### src/rtl/fft8_pkg.sv
// Shared constants and FSM state type for the 8-point FFT frame controller.
package fft8_pkg;

  localparam int unsigned FFT_N = 8;
  localparam int unsigned IDX_W = 3;
  localparam int unsigned DW    = 16;

  localparam logic [IDX_W-1:0] LAST_IDX = IDX_W'(FFT_N - 1);

  typedef enum logic [2:0] {
    ST_FILL,
    ST_LOAD,
    ST_RUN,
    ST_CAPTURE,
    ST_DRAIN
  } state_t;

endpackage

### src/rtl/fft8_sample_buf.sv
// 8-entry complex sample buffer: serial write by index, parallel load,
// parallel read and serial read by index. Used for both input and output sides.
module fft8_sample_buf #(
  parameter int unsigned DW = fft8_pkg::DW
) (
  input  logic                 CLK,
  input  logic                 RST,
  input  logic                 wr_en,
  input  logic [2:0]           wr_idx,
  input  logic [DW-1:0]        wr_real,
  input  logic [DW-1:0]        wr_imag,
  input  logic                 zero_tail,
  input  logic                 ld_en,
  input  logic [8*DW-1:0]      ld_real,
  input  logic [8*DW-1:0]      ld_imag,
  output logic [8*DW-1:0]      par_real,
  output logic [8*DW-1:0]      par_imag,
  input  logic [2:0]           rd_idx,
  output logic [DW-1:0]        rd_real,
  output logic [DW-1:0]        rd_imag
);
  import fft8_pkg::*;

  logic [DW-1:0] mem_re [FFT_N];
  logic [DW-1:0] mem_im [FFT_N];

  // A serial write with zero_tail also clears every slot above wr_idx,
  // so a short frame never carries stale samples from the previous one.
  always_ff @(posedge CLK) begin
    if (RST) begin
      for (int unsigned i = 0; i < FFT_N; i++) begin
        mem_re[i] <= '0;
        mem_im[i] <= '0;
      end
    end else if (ld_en) begin
      for (int unsigned i = 0; i < FFT_N; i++) begin
        mem_re[i] <= ld_real[i*DW +: DW];
        mem_im[i] <= ld_imag[i*DW +: DW];
      end
    end else if (wr_en) begin
      for (int unsigned i = 0; i < FFT_N; i++) begin
        if (IDX_W'(i) == wr_idx) begin
          mem_re[i] <= wr_real;
          mem_im[i] <= wr_imag;
        end else if (zero_tail && (IDX_W'(i) > wr_idx)) begin
          mem_re[i] <= '0;
          mem_im[i] <= '0;
        end
      end
    end
  end

  always_comb begin
    par_real = '0;
    par_imag = '0;
    for (int unsigned i = 0; i < FFT_N; i++) begin
      par_real[i*DW +: DW] = mem_re[i];
      par_imag[i*DW +: DW] = mem_im[i];
    end
  end

  assign rd_real = mem_re[rd_idx];
  assign rd_imag = mem_im[rd_idx];

endmodule

### src/rtl/fft8_frame_ctrl.sv
// Frame controller around an external 8-point FFT core: gathers 8 serial samples,
// loads and starts the core, captures its results and streams the 8 bins out.
module fft8_frame_ctrl #(
  parameter int unsigned START_CYCLES = 2,
  parameter int unsigned DW           = fft8_pkg::DW
) (
  input  logic              CLK,
  input  logic              RST,
  input  logic              s_valid,
  output logic              s_ready,
  input  logic [DW-1:0]     s_real,
  input  logic [DW-1:0]     s_imag,
  input  logic              s_last,
  output logic [8*DW-1:0]   core_in_real,
  output logic [8*DW-1:0]   core_in_imag,
  output logic              core_write,
  output logic              core_start,
  input  logic [8*DW-1:0]   core_out_real,
  input  logic [8*DW-1:0]   core_out_imag,
  output logic              m_valid,
  input  logic              m_ready,
  output logic [DW-1:0]     m_real,
  output logic [DW-1:0]     m_imag,
  output logic [2:0]        m_index,
  output logic              m_last,
  output logic              busy,
  output logic              frame_err
);
  import fft8_pkg::*;

  state_t           state;
  logic [IDX_W-1:0] fill_cnt;
  logic [IDX_W-1:0] run_cnt;
  logic [IDX_W-1:0] bin_idx;
  logic             accept;
  logic             at_slot7;
  logic [DW-1:0]    unused_in_rd_re;
  logic [DW-1:0]    unused_in_rd_im;
  logic [8*DW-1:0]  unused_out_par_re;
  logic [8*DW-1:0]  unused_out_par_im;

  assign accept   = s_valid && s_ready;
  assign at_slot7 = (fill_cnt == LAST_IDX);

  always_ff @(posedge CLK) begin
    if (RST) begin
      state     <= ST_FILL;
      fill_cnt  <= '0;
      run_cnt   <= '0;
      bin_idx   <= '0;
      frame_err <= 1'b0;
    end else begin
      case (state)
        ST_FILL: begin
          if (accept) begin
            fill_cnt <= fill_cnt + IDX_W'(1);
            // s_last belongs exactly on slot 7; any other pairing flags the frame
            if (at_slot7 || s_last) begin
              state    <= ST_LOAD;
              fill_cnt <= '0;
              if (at_slot7 != s_last) frame_err <= 1'b1;
            end
          end
        end
        ST_LOAD: begin
          state   <= ST_RUN;
          run_cnt <= '0;
        end
        ST_RUN: begin
          if (run_cnt == IDX_W'(START_CYCLES - 1)) state <= ST_CAPTURE;
          else run_cnt <= run_cnt + IDX_W'(1);
        end
        ST_CAPTURE: begin
          state   <= ST_DRAIN;
          bin_idx <= '0;
        end
        ST_DRAIN: begin
          if (m_ready) begin
            if (bin_idx == LAST_IDX) begin
              state   <= ST_FILL;
              bin_idx <= '0;
            end else begin
              bin_idx <= bin_idx + IDX_W'(1);
            end
          end
        end
        default: state <= ST_FILL;
      endcase
    end
  end

  // Strobes are gated by RST so they stay quiet even before the first reset edge.
  assign s_ready    = !RST && (state == ST_FILL);
  assign core_write = !RST && (state == ST_LOAD);
  assign core_start = !RST && (state == ST_RUN);
  assign m_valid    = !RST && (state == ST_DRAIN);
  assign m_last     = m_valid && (bin_idx == LAST_IDX);
  assign m_index    = RST ? '0 : bin_idx;
  assign busy       = !RST && ((state != ST_FILL) || (fill_cnt != '0));

  fft8_sample_buf #(.DW(DW)) u_in_buf (
    .CLK       (CLK),
    .RST       (RST),
    .wr_en     (accept),
    .wr_idx    (fill_cnt),
    .wr_real   (s_real),
    .wr_imag   (s_imag),
    .zero_tail (s_last),
    .ld_en     (1'b0),
    .ld_real   ('0),
    .ld_imag   ('0),
    .par_real  (core_in_real),
    .par_imag  (core_in_imag),
    .rd_idx    ('0),
    .rd_real   (unused_in_rd_re),
    .rd_imag   (unused_in_rd_im)
  );

  fft8_sample_buf #(.DW(DW)) u_out_buf (
    .CLK       (CLK),
    .RST       (RST),
    .wr_en     (1'b0),
    .wr_idx    ('0),
    .wr_real   ('0),
    .wr_imag   ('0),
    .zero_tail (1'b0),
    .ld_en     (state == ST_CAPTURE),
    .ld_real   (core_out_real),
    .ld_imag   (core_out_imag),
    .par_real  (unused_out_par_re),
    .par_imag  (unused_out_par_im),
    .rd_idx    (bin_idx),
    .rd_real   (m_real),
    .rd_imag   (m_imag)
  );

endmodule

### config.mk
export PLATFORM = sky130hd
export DESIGN_NAME = fft8_frame_ctrl
export DESIGN_NICKNAME = d
export VERILOG_FILES = /design/src/rtl/fft8_pkg.sv /design/src/rtl/fft8_sample_buf.sv /design/src/rtl/fft8_frame_ctrl.sv
export SDC_FILE = /design/constraint.sdc
export NUM_CORES = 1
export LEC_CHECK = 0
export CAP_MARGIN = 40
export CORE_AREA = 2 2 228 230
export DETAILED_ROUTE_END_ITERATION = 8
export DIE_AREA = 0 0 230 232
export PLACE_DENSITY_LB_ADDON = 0.25
export SKIP_LAST_GASP = 1
export SYNTH_ARGS = -nofsm -noshare
export SYNTH_HDL_FRONTEND = slang
export SYNTH_SLANG_ARGS = --single-unit
### constraint.sdc
create_clock -name CLK -period 18 [get_ports CLK]
set_input_delay 2.7 -clock CLK [delete_from_list [all_inputs] [get_ports CLK]]
set_output_delay 2.7 -clock CLK [all_outputs]
set_load 0.02 [all_outputs]
; After elaboration in Yosys (flattened, before gate mapping)
; Memories as Yosys holds them, arrays and structs flattened. A register that Yosys moved wholly into a read port is not among the register bits.
; Cells that the tools add are included.
[totals]
register_bits = 13
n_memories = 4
elab_cells = 260
ram_bits = 512
[memory_table]
columns = memory, depth, word_bits, rd, rd_ports_with_merged_regs, wr, line
row1 = u_in_buf.mem_im, 8, 16, 8, 0, 8, fft8_sample_buf.sv:25  ; logic [DW-1:0] mem_im [FFT_N];
row2 = u_in_buf.mem_re, 8, 16, 8, 0, 8, fft8_sample_buf.sv:24  ; logic [DW-1:0] mem_re [FFT_N];
row3 = u_out_buf.mem_im, 8, 16, 1, 1, 8, fft8_sample_buf.sv:25
row4 = u_out_buf.mem_re, 8, 16, 1, 1, 8, fft8_sample_buf.sv:24
[op_classes]
n_addsub = 3
bitwise = 48
n_lt_le_gt_ge = 8
n_reduce_logical = 29
eq_ne = 21
muxes = 142
[op_table]
columns = operator, n
row1 = $mux W16, 48
row2 = $mux W1, 77
row3 = $or A1 B1 Y1, 48
row4 = $mux W3, 14
row5 = $logic_and A1 B1 Y1, 15
row6 = $pmux W3 S5, 1
row7 = $eq A3 B3 Y1 const A, 4
row8 = $gt A3 B3 Y1 const A, 4
row9 = $ne A2 B2 Y1 const B, 6
row10 = $pmux W3 S2, 2
row11 = $add A3 B1 Y3 const B, 3
row12 = $eq A3 B3 Y1 const B, 3
row13 = $eq A2 B3 Y1 const A, 2
row14 = $eq A3 B1 Y1 const B, 2
row15 = $eq A3 B2 Y1 const B, 2
row16 = $gt A1 B3 Y1 const A, 2
row17 = $gt A2 B3 Y1 const A, 2
row18 = $logic_not A3 Y1, 2
row19 = $reduce_and A2 Y1, 3
row20 = $reduce_bool A3 Y1, 2
row21 = $reduce_and A5 Y1, 1
row22 = $reduce_and A4 Y1, 1
row23 = $reduce_bool A2 Y1, 2
row24 = $eq A1 B3 Y1 const A, 1
row25 = 3 further kinds, 4

; Logic depth before layout (Yosys ltp)
; Gate-level depths: netlist of run 1.
[depth]
word_depth = 8
depth_mapped = 7
ltp_nobuf = 7

; By module
; From an unflattened synthesis of run 1, not the netlist that was laid out.
[unflattened]
cells_unflattened = 1743
hier_area_um2 = 26583.0
[by_module_without_submodules]
columns = mod, area_each_um2, cells_per_inst, n_inst, seq_area_each_um2
row1 = fft8_sample_buf (u_in_buf), 13306.5, 904, 1, 7687.4
row2 = fft8_sample_buf (u_out_buf), 12473.2, 753, 1, 7687.4
row3 = fft8_frame_ctrl, 803.3, 86, 1, 260.2

; Least setup slack after synthesis of run 1
; OpenSTA, ideal clock, no wires.
[synth_timing]
path_kind = in2reg
from = in RST
to = mem u_out_buf.mem_im[0][0], enable pin
required_ns = 16.047
slack_ns = 8.664
n_path_buf = 2
stages = 4
t_arrival_ns = 7.383
cell_sequence = clkbuf_1 > inv_1 > clkbuf_1 > nand2_1
[synth_lines]
columns = element, line
row1 = "start, declared", fft8_frame_ctrl.sv:8  ; input logic RST,
row2 = "end, declared", fft8_sample_buf.sv:25

; Worst setup path after layout of run 1
[layout_timing]
from = in RST
to = out m_last
[layout_between]
elab_chain_len = 3
[layout_rtl]
columns = element, line
row1 = $logic_not A1 Y1, fft8_frame_ctrl.sv:96  ; assign m_valid = !RST && (state == ST_DRAIN);
row2 = $logic_and A1 B1 Y1, fft8_frame_ctrl.sv:96
row3 = $logic_and A1 B1 Y1, fft8_frame_ctrl.sv:97  ; assign m_last = m_valid && (bin_idx == LAST_IDX);
row4 = "end, declared", fft8_frame_ctrl.sv:25  ; output logic m_last,
; Every way passes these cells.

==> flow_summary.json, run 1 <==
{
  "worst-path-buf-inv": 3,
  "cts_root_buf": "clkbuf_16",
  "h-tree-depth": 2,
  "synth_cell_types": 44,
  "start_kind": "input pin",
  "drv_slew": 0,
  "synth_nets": 1638,
  "critPathRequiredTime_ns": 15.30,
  "avgRoutedWirePerCell_um": 24.18,
  "grt_first_pass_wirelength_mm": 91.58,
  "ys_seq_elements": 528,
  "mostFrequentLayoutCells": "clkdlybuf4s50_1 (589), edfxtp_1 (512), and2_1 (417), nor2b_1 (68), mux4_2 (64)",
  "numCtsBuffers": 55,
  "area_growth_syn_to_layout_pct": 39.20,
  "max_stage_delay_ns": 0.80,
  "final_common_cell": "clkdlybuf4s50_1",
  "multi_input_area_um2": 5913,
  "ant_nets": 0,
  "yosysSeqAreaShare_pct": 71.64,
  "io_pins": 591,
  "fillCellCount": 3983,
  "clkLatencyLatePin_ns": 0.61,
  "slew_headroom_pct": 40.61,
  "ctsResizeCount": 0,
  "powerDensity_nw_per_um2": 93.64,
  "worst_slew_pin_slew_ns": 0.8785,
  "start_util_pct": 43.05,
  "cts_buffer_depth": 3,
  "grt_use_total_pct": 23.54,
  "post_cts.repair.setup_buffers": 0,
  "postCtsHoldBufs": 0,
  "rows": 83,
  "ff_latch_area_um2": 15700,
  "synthCells": 1335,
  "grt_pass1_vias": 14010,
  "path_max_fanout": 44,
  "dp_slack_ns": 10.04,
  "avgSynthCellArea_um2": 16.41,
  "fin_ws_ns": 10.29,
  "cts.sinks": 528,
  "fp.dieW_um": 230,
  "min_period_over_period_pct": 42.83,
  "crit_type": "in -> out",
  "syn_area_um2": 21910,
  "ys_warn_count": 0,
  "core_region_area_um2": 50890,
  "grt_max_degree": 68,
  "cp.arrival_ns": 5.01,
  "antenna_found_initial": 13,
  "place_congestion": 0.8265,
  "fin_tns_setup_ns": 0,
  "setup_viol": 0,
  "routed_via_density": 5.062,
  "vdd.ir_drop.worst_v": 0.00008576,
  "path_cells": "buf_4 > buf_4 > nor4b_1 > and2_1 > clkdlybuf4s50_1",
  "path_delay_family": "buffers and inverters",
  "cts.clk_slew.worst_paths_ns": 0.06,
  "die_area_um2": 53360,
  "routed_wl_mm": 64.30,
  "leakagePower_nw": 10.97,
  "rsz0062_at_grt": "false",
  "dp_hpwl_mm": 44.43,
  "drt-initial-drc-count": 965,
  "critPathCaptureType": "primary output",
  "drc_errors": 0,
  "dr.pass1.iters": 5,
  "finalHoldViolations": 0,
  "critical_path.most_common_cell": "buf_4",
  "status": "complete, no violations",
  "timing.max_cap.violations": 0,
  "fin_crit_ns": 7.710,
  "finClkSkew_ns": 0.02681,
  "tritoncts": "done",
  "cp_slowest_cell": "nor4b_1",
  "max_freq_ghz": 0.1297,
  "port_buffers": 590,
  "drive_gt1_share_pct": 11.58,
  "nets": 2230,
  "vias": 13460,
  "hold_path_class": "reg -> reg",
  "die_y_um": 232,
  "grt_overflow": 0
}
cells by family after synthesis:
kind of cell             share of synthesized area (%)
AO/OA/AOI/OAI                                   0.9024
XOR/XNOR                                       0.03999
adder cells (fa/ha/maj)                         0.5711
buffers and inverters                            1.959
flip-flops                                       71.64
multiplexers                                     8.419
AND/OR/NAND/NOR                                  16.47
per-stage QoR:
step           power [W]  instance area (µm²)  util (%)  cells  hold WS, ns
2_1_floorplan   0.001610                21910         -   1335       0.4576
3_3_place_gp    0.001800                28590     56.18   2542       0.4648
3_5_place_dp    0.001807                28760     56.51   2549       0.4795
4_1_cts         0.002879                30440     59.82   2648       0.5061
5_1_grt         0.002940                30490     59.91   2656       0.5269
6_report        0.002855                30490     59.93   2659       0.5072
metal layers:
metal	GRT usage [%]	vias to the layer above	share of wire (%)
li1	-	6046	-
met4	8.165	4	2.8
met2	39.08	522	49
met5	0	-	0.042
met1	27.78	6786	38
met3	9.492	102	10
final timing paths:
kind	start	to	slack, ns	cells after the start
min	frame_err	frame_err	0.51	2
min reg2reg	frame_err	frame_err	0.51	2
max reg2reg	state[1]	u_out_buf.mem_re[2][10]	14.93	6
max	RST	m_last	10.29	5
worst register-to-register path: cells and delay by family, from the launching register on:
kind / cells / cell delay (ns)
simple gates: 3 / 0.89
flops: 1 / 0.70
buf+inv: 3 / 1.35
area by class of cell:
class / count / share of cell area, %
tap: 680 / 2.790
clock buffer: 81 / 5.133
clock inverter: 18 / 0.3939
inverter: 14 / 0.1723
timing repair buffer: 620 / 20.55
multi-input combinational: 708 / 19.39
sequential: 528 / 51.49
antenna: 10 / 0.08206
power by group:
| group | leakage [nW] | switching (W) | internal (W) |
|---|---|---|---|
| Sequential | 5.45 | 0.0000220 | 0.00142 |
| Combinational | 4.70 | 0.000173 | 0.000160 |
| Clock | 0.827 | 0.000464 | 0.000612 |
registers in the layout, indices dropped and copies added, names as in the netlist, named ones only:
name,cells
u_out_buf.mem_im,128
bin_idx,3
fill_cnt,3
state,3
u_in_buf.mem_im,128
u_out_buf.mem_re,128
run_cnt,3
u_in_buf.mem_re,128
frame_err,1
cell usage after synthesis (all sizes together):
cell,n,area [µm²]
nand4,2,12.51
or4,3,26.27
o21ai,10,50.05
nor4b,2,17.52
nand2,11,41.29
mux2,34,382.9
nand2b,3,18.77
a21oi,8,40.04
clkbuf,69,270.3
o31ai,4,30.03
o22ai,1,6.260
nor4,3,48.80
a31oi,2,12.51
o2111a,1,20.02
or3b,1,11.26
or2,2,12.51
nor2,4,15.01
mux4,64,1441
nor3,10,76.33
inv,14,52.55
a21o,1,7.510
nand3b,1,7.510
xnor2,1,8.760
a22oi,3,22.52
o31a,1,8.760
nand3,2,10.01
nor2b,68,425.4
mux2i,2,20.02
dfxtp,16,320.3
buf,16,106.4
edfxtp,512,15370
nor3b,35,262.8
and2,417,2609
ha,10,125.1
or3,2,12.51
Note: power is estimated with default switching activity, not from simulation.
==> inputs of run 2 (changes only) <==
--- a/config.mk
+++ b/config.mk
@@ -6,9 +6,9 @@
 export NUM_CORES = 1
 export LEC_CHECK = 0
 export CAP_MARGIN = 40
-export CORE_AREA = 2 2 228 230
+export CORE_MARGIN = 2
+export CORE_UTILIZATION = 44
 export DETAILED_ROUTE_END_ITERATION = 8
-export DIE_AREA = 0 0 230 232
 export PLACE_DENSITY_LB_ADDON = 0.25
 export SKIP_LAST_GASP = 1
 export SYNTH_ARGS = -nofsm -noshare
==> constraint.sdc (replaced) <==
create_clock -name CLK -period 6.5 [get_ports CLK]
set_input_delay 0.975 -clock CLK [delete_from_list [all_inputs] [get_ports CLK]]
set_output_delay 0.975 -clock CLK [all_outputs]
set_load 0.02 [all_outputs]
==> flow_summary.json, run 2 (synthesis results as in run 1) <==
{
  "status": "complete, no violations",
  "place_inst": 2530,
  "numCtsBuffers": 53,
  "clkLatencyLatePin_ns": 0.61,
  "path_max_fanout": 29,
  "final_common_cell": "clkdlybuf4s50_1",
  "finalHoldViolations": 0,
  "tritoncts": "done",
  "path_delay_family": "buffers and inverters",
  "comb_power_share_pct": 11.6,
  "mostFrequentLayoutCells": "clkdlybuf4s50_1 (589), edfxtp_1 (512), and2_1 (417), nor2b_1 (68), mux4_2 (64)",
  "slew_headroom_pct": 36.35,
  "drt-initial-drc-count": 945,
  "setup_viol": 0,
  "grt_max_degree": 193,
  "fillCellCount": 3677,
  "core_region_area_um2": 49050,
  "fp.dieW_um": 227.1,
  "worst-path-buf-inv": 2,
  "die_y_um": 227.1,
  "critPathCaptureType": "primary output",
  "routed_via_density": 5.098,
  "vias": 13440,
  "leakagePower_nw": 10.97,
  "antenna_found_initial": 17,
  "p_switching_w": 0.001849,
  "avgRoutedWirePerCell_um": 24.41,
  "cts.clk_slew.worst_paths_ns": 0.06,
  "io_pins": 591,
  "layoutNonFillerInstCount": 2636,
  "cp.arrival_ns": 3.17,
  "timing.max_cap.violations": 0,
  "h-tree-depth": 2,
  "path_cells": "buf_4 > mux4_2 > mux2_2 > clkdlybuf4s50_1",
  "finClkSkew_ns": 0.01744,
  "die_area_um2": 51590,
  "fin_crit_ns": 4.144,
  "dp_hpwl_mm": 45.79,
  "vdd.ir_drop.worst_v": 0.0002116,
  "swShare_pct": 23.19,
  "max_freq_ghz": 0.2413,
  "cp_slowest_cell": "mux4_2",
  "hold_slack_ns": 0.4803,
  "place_congestion": 0.8300,
  "hold_path_class": "reg -> reg",
  "dpl_cell_area_um2": 28790,
  "cts_buffer_depth": 3,
  "power.internal_w": 0.006125,
  "ctsResizeCount": 0,
  "grt_pass1_vias": 13830,
  "crit_type": "reg -> out",
  "postCtsHoldBufs": 0,
  "routed_wl_mm": 64.36,
  "drive_gt1_share_pct": 11.69,
  "p_seq_share_pct": 50.4,
  "cts.sinks": 528,
  "critPathRequiredTime_ns": 5.52,
  "grt_first_pass_wirelength_mm": 90.65,
  "start_kind": "flip-flop",
  "start_util_pct": 44.66,
  "grt_use_total_pct": 24.46,
  "rows": 81,
  "max_stage_delay_ns": 0.61,
  "area_growth_syn_to_layout_pct": 39.33,
  "ant_nets": 0,
  "drc_errors": 0,
  "power_w": 0.007974,
  "dr.pass1.iters": 4,
  "powerDensity_nw_per_um2": 261.2,
  "drv_slew": 0,
  "port_buffers": 590,
  "worst_slew_pin_slew_ns": 0.9415,
  "rsz0062_at_grt": "false",
  "grt_overflow": 0,
  "nets": 2224,
  "min_period_over_period_pct": 63.76,
  "post_cts.repair.setup_buffers": 0,
  "cts_root_buf": "clkbuf_16",
  "fin_tns_setup_ns": 0,
  "clkPwrFrac_pct": 38.1,
  "final_area_um2": 30520
}
==> run 2: path summary, 6_finish.rpt <==
kind / slack (ns) / cells after the start / start / endpoint
setup reg to reg: 3.61 / 5 / state[0] / u_in_buf.mem_re[1][9]
setup / recovery: 2.36 / 4 / flip-flop / m_real[11]
hold reg to reg: 0.48 / 2 / frame_err / frame_err
hold / removal: 0.48 / 2 / frame_err / frame_err
==> run 2: tightest hold or removal path: cells and delay by family (launching register included) <==
kind	cells	cell delay [ns]
compound gates	1	0.05
flops	1	0.33
simple gates	1	0.07
==> run 2: final cells by class <==
type | instances | area [µm²] | share of cell area, %
Antenna cell | 13 | 32.53 | 0.1066
Clock buffer | 61 | 1356 | 4.443
Clock inverter | 32 | 345.3 | 1.131
Inverter | 14 | 52.55 | 0.1722
Multi-Input combinational cell | 708 | 5922 | 19.40
Sequential cell | 528 | 15700 | 51.44
Tap cell | 664 | 830.8 | 2.722
Timing Repair Buffer | 616 | 6284 | 20.59
==> run 2: metal layers <==
| metal | routed length (µm) | track usage, % |
|---|---|---|
| met1 | 22910 | 28.31 |
| met4 | 1966 | 9.551 |
| met2 | 32390 | 41.14 |
| met5 | 51 | 0 |
| met3 | 7033 | 9.370 |
==> run 2: power groups by stage <==
stage	Sequential [W]	Combinational, W	Clock, W
floorplan	0.00422	0.000222	0
finish	0.00402	0.000922	0.00303
global route	0.00403	0.000968	0.00321
detailed placement	0.00409	0.000924	0
global placement	0.00409	0.000903	0
CTS	0.00402	0.000929	0.00308
==> run 2: metrics by stage <==
step / util (%) / setup slack (ns)
2_1_floorplan: - / 1.417
3_3_place_gp: 58.23 / 2.576
3_5_place_dp: 58.69 / 2.564
4_1_cts: 62.16 / 2.249
5_1_grt: 62.21 / 2.155
6_report: 62.23 / 2.356
==> inputs of run 3 (changes only) <==
--- a/config.mk
+++ b/config.mk
@@ -6,9 +6,9 @@
 export NUM_CORES = 1
 export LEC_CHECK = 0
 export CAP_MARGIN = 40
-export CORE_MARGIN = 2
-export CORE_UTILIZATION = 44
+export CORE_AREA = 2 2 228 230
 export DETAILED_ROUTE_END_ITERATION = 8
+export DIE_AREA = 0 0 230 232
 export PLACE_DENSITY_LB_ADDON = 0.25
 export SKIP_LAST_GASP = 1
 export SYNTH_ARGS = -nofsm -noshare
==> constraint.sdc (replaced) <==
create_clock -name CLK -period 4 [get_ports CLK]
set_input_delay 0.6 -clock CLK [delete_from_list [all_inputs] [get_ports CLK]]
set_output_delay 0.6 -clock CLK [all_outputs]
set_load 0.02 [all_outputs]
==> flow_summary.json, run 3 (synthesis results as in run 1) <==
{
  "fp.dieW_um": 230,
  "port_buffers": 590,
  "ff_latch_area_um2": 15700,
  "reg2reg_to": "u_in_buf.mem_re[1][0]",
  "cts.sinks": 528,
  "drive_gt1_share_pct": 11.94,
  "min_period_over_period_pct": 91.82,
  "avgRoutedWirePerCell_um": 24.30,
  "hold_path_class": "in -> reg",
  "power_w": 0.01301,
  "h-tree-depth": 2,
  "io_pins": 591,
  "hold_depth": 2,
  "grt_overflow": 0,
  "core_region_area_um2": 50890,
  "post_cts.repair.setup_buffers": 0,
  "status": "complete, no violations",
  "numCtsBuffers": 56,
  "die_area_um2": 53360,
  "timing.max_cap.violations": 0,
  "grt_first_pass_wirelength_mm": 93.17,
  "cts_buffer_depth": 3,
  "routed_wl_mm": 64.76,
  "postCtsHoldBufs": 0,
  "antenna_found_initial": 5,
  "max_freq_ghz": 0.2723,
  "cts_root_buf": "clkbuf_16",
  "finClkSkew_ns": 0.02327,
  "hold_slack_ns": 0.2785,
  "slew_headroom_pct": 39.53,
  "setup_viol": 0,
  "ctsResizeCount": 0,
  "rsz0062_at_grt": "false",
  "path_max_fanout": 23,
  "powerDensity_nw_per_um2": 426.1,
  "critPathRequiredTime_ns": 3.40,
  "grt_pass1_vias": 13960,
  "nets": 2234,
  "cp_slowest_cell": "dfxtp_4",
  "drv_slew": 0,
  "rrSetupSlack_ns": 1.30,
  "fillCellCount": 3898,
  "start_util_pct": 43.05,
  "drt-initial-drc-count": 889,
  "fin_crit_ns": 3.673,
  "hp-start": "RST",
  "vias": 13500,
  "drc_errors": 0,
  "routed_via_density": 5.067,
  "regToRegStartpoint": "state[0]",
  "clkLatencyLatePin_ns": 0.61,
  "tritoncts": "done",
  "die_y_um": 232,
  "layoutNonFillerInstCount": 2665,
  "vdd.ir_drop.worst_v": 0.0003434,
  "place_inst": 2553,
  "dr.pass1.iters": 7,
  "worst_slew_pin_slew_ns": 0.9070,
  "dp_hpwl_mm": 45.47,
  "min_to": "frame_err",
  "grt_max_degree": 83,
  "final_common_cell": "clkdlybuf4s50_1",
  "worstRegToRegCells": 5,
  "start_kind": "flip-flop",
  "area_growth_syn_to_layout_pct": 39.41,
  "crit_type": "reg -> out",
  "max_stage_delay_ns": 0.69,
  "path_cells": "buf_4 > mux4_2 > mux2_2 > clkdlybuf4s50_1",
  "cts.clk_slew.worst_paths_ns": 0.06,
  "ant_nets": 0,
  "leakagePower_nw": 11.00,
  "place_congestion": 0.8648,
  "mostFrequentLayoutCells": "clkdlybuf4s50_1 (589), edfxtp_1 (512), and2_1 (417), nor2b_1 (68), mux4_2 (64)",
  "multi_input_area_um2": 5922,
  "cp.arrival_ns": 3.07,
  "finalHoldViolations": 0,
  "critPathCaptureType": "primary output",
  "rows": 83,
  "grt_use_total_pct": 23.87
}
## run 3: cell types whose count changed in the layout (fill, tap and decap cells not counted), sizes merged
cell | previous run | this run
clkbuf | 61 | 71
buf | 27 | 34
clkinv | 21 | 27
diode | 13 | 8
clkinvlp | 4 | 1
bufinv | 6 | 4
## run 3: through the flow
step           worst slack [ns]  utilization [%]  TNS [ns]  area [µm²]
6_report                 0.3273            60.02         0       30540
4_1_cts                  0.2368            59.98         0       30520
2_1_floorplan           -0.2860                -    -27.46       21920
3_5_place_dp             0.7777            56.53         0       28770
3_3_place_gp             0.8351            56.53         0       28770
5_1_grt                  0.1667            60.00         0       30530
## run 3: layout make-up
type | instances | area share, %
flip-flops and latches | 528 | 51.41
repair buffers | 623 | 20.43
multi-input cells | 708 | 19.39
clock buffers | 71 | 4.773
well taps | 680 | 2.786
clock inverters | 33 | 0.9791
inverters | 14 | 0.1721
diodes | 8 | 0.06555
## run 3: how the worst max path moves through the flow
stage	cells past startpoint	from	slack [ns]	end
6_report	4	flip-flop	0.33	m_imag[2]
5_1_grt	4	flip-flop	0.17	m_imag[2]
4_1_cts	4	flip-flop	0.24	m_imag[2]
3_5_place_dp	5	s_valid	0.78	u_in_buf.mem_im[0][60]
3_3_place_gp	5	s_valid	0.84	u_in_buf.mem_im[0][42]
2_1_floorplan	4	s_valid	-0.29	u_in_buf.mem_im[0][32]
## run 3: power breakdown
part           switching, W  internal, W  total, W
clock               0.00215      0.00284   0.00499
sequential         0.000111      0.00641   0.00652
combinational      0.000781     0.000717   0.00150
total               0.00304      0.00997    0.0130
## run 3: worst max-delay path: cells and delay by family (launching register included)
family,cells,cell delay [ns]
buffers and inverters,2,0.89
flip-flops,1,0.69
multiplexers,2,0.88
## run 3: routing by layer
layer  track usage, %  wire, µm  vias to the layer above
met5                0        16                        -
met4            7.641      1653                        2
met3            8.362      6075                       96
met2            39.82     31790                      497
met1            29.13     25220                     6849
li1                 -         -                     6059
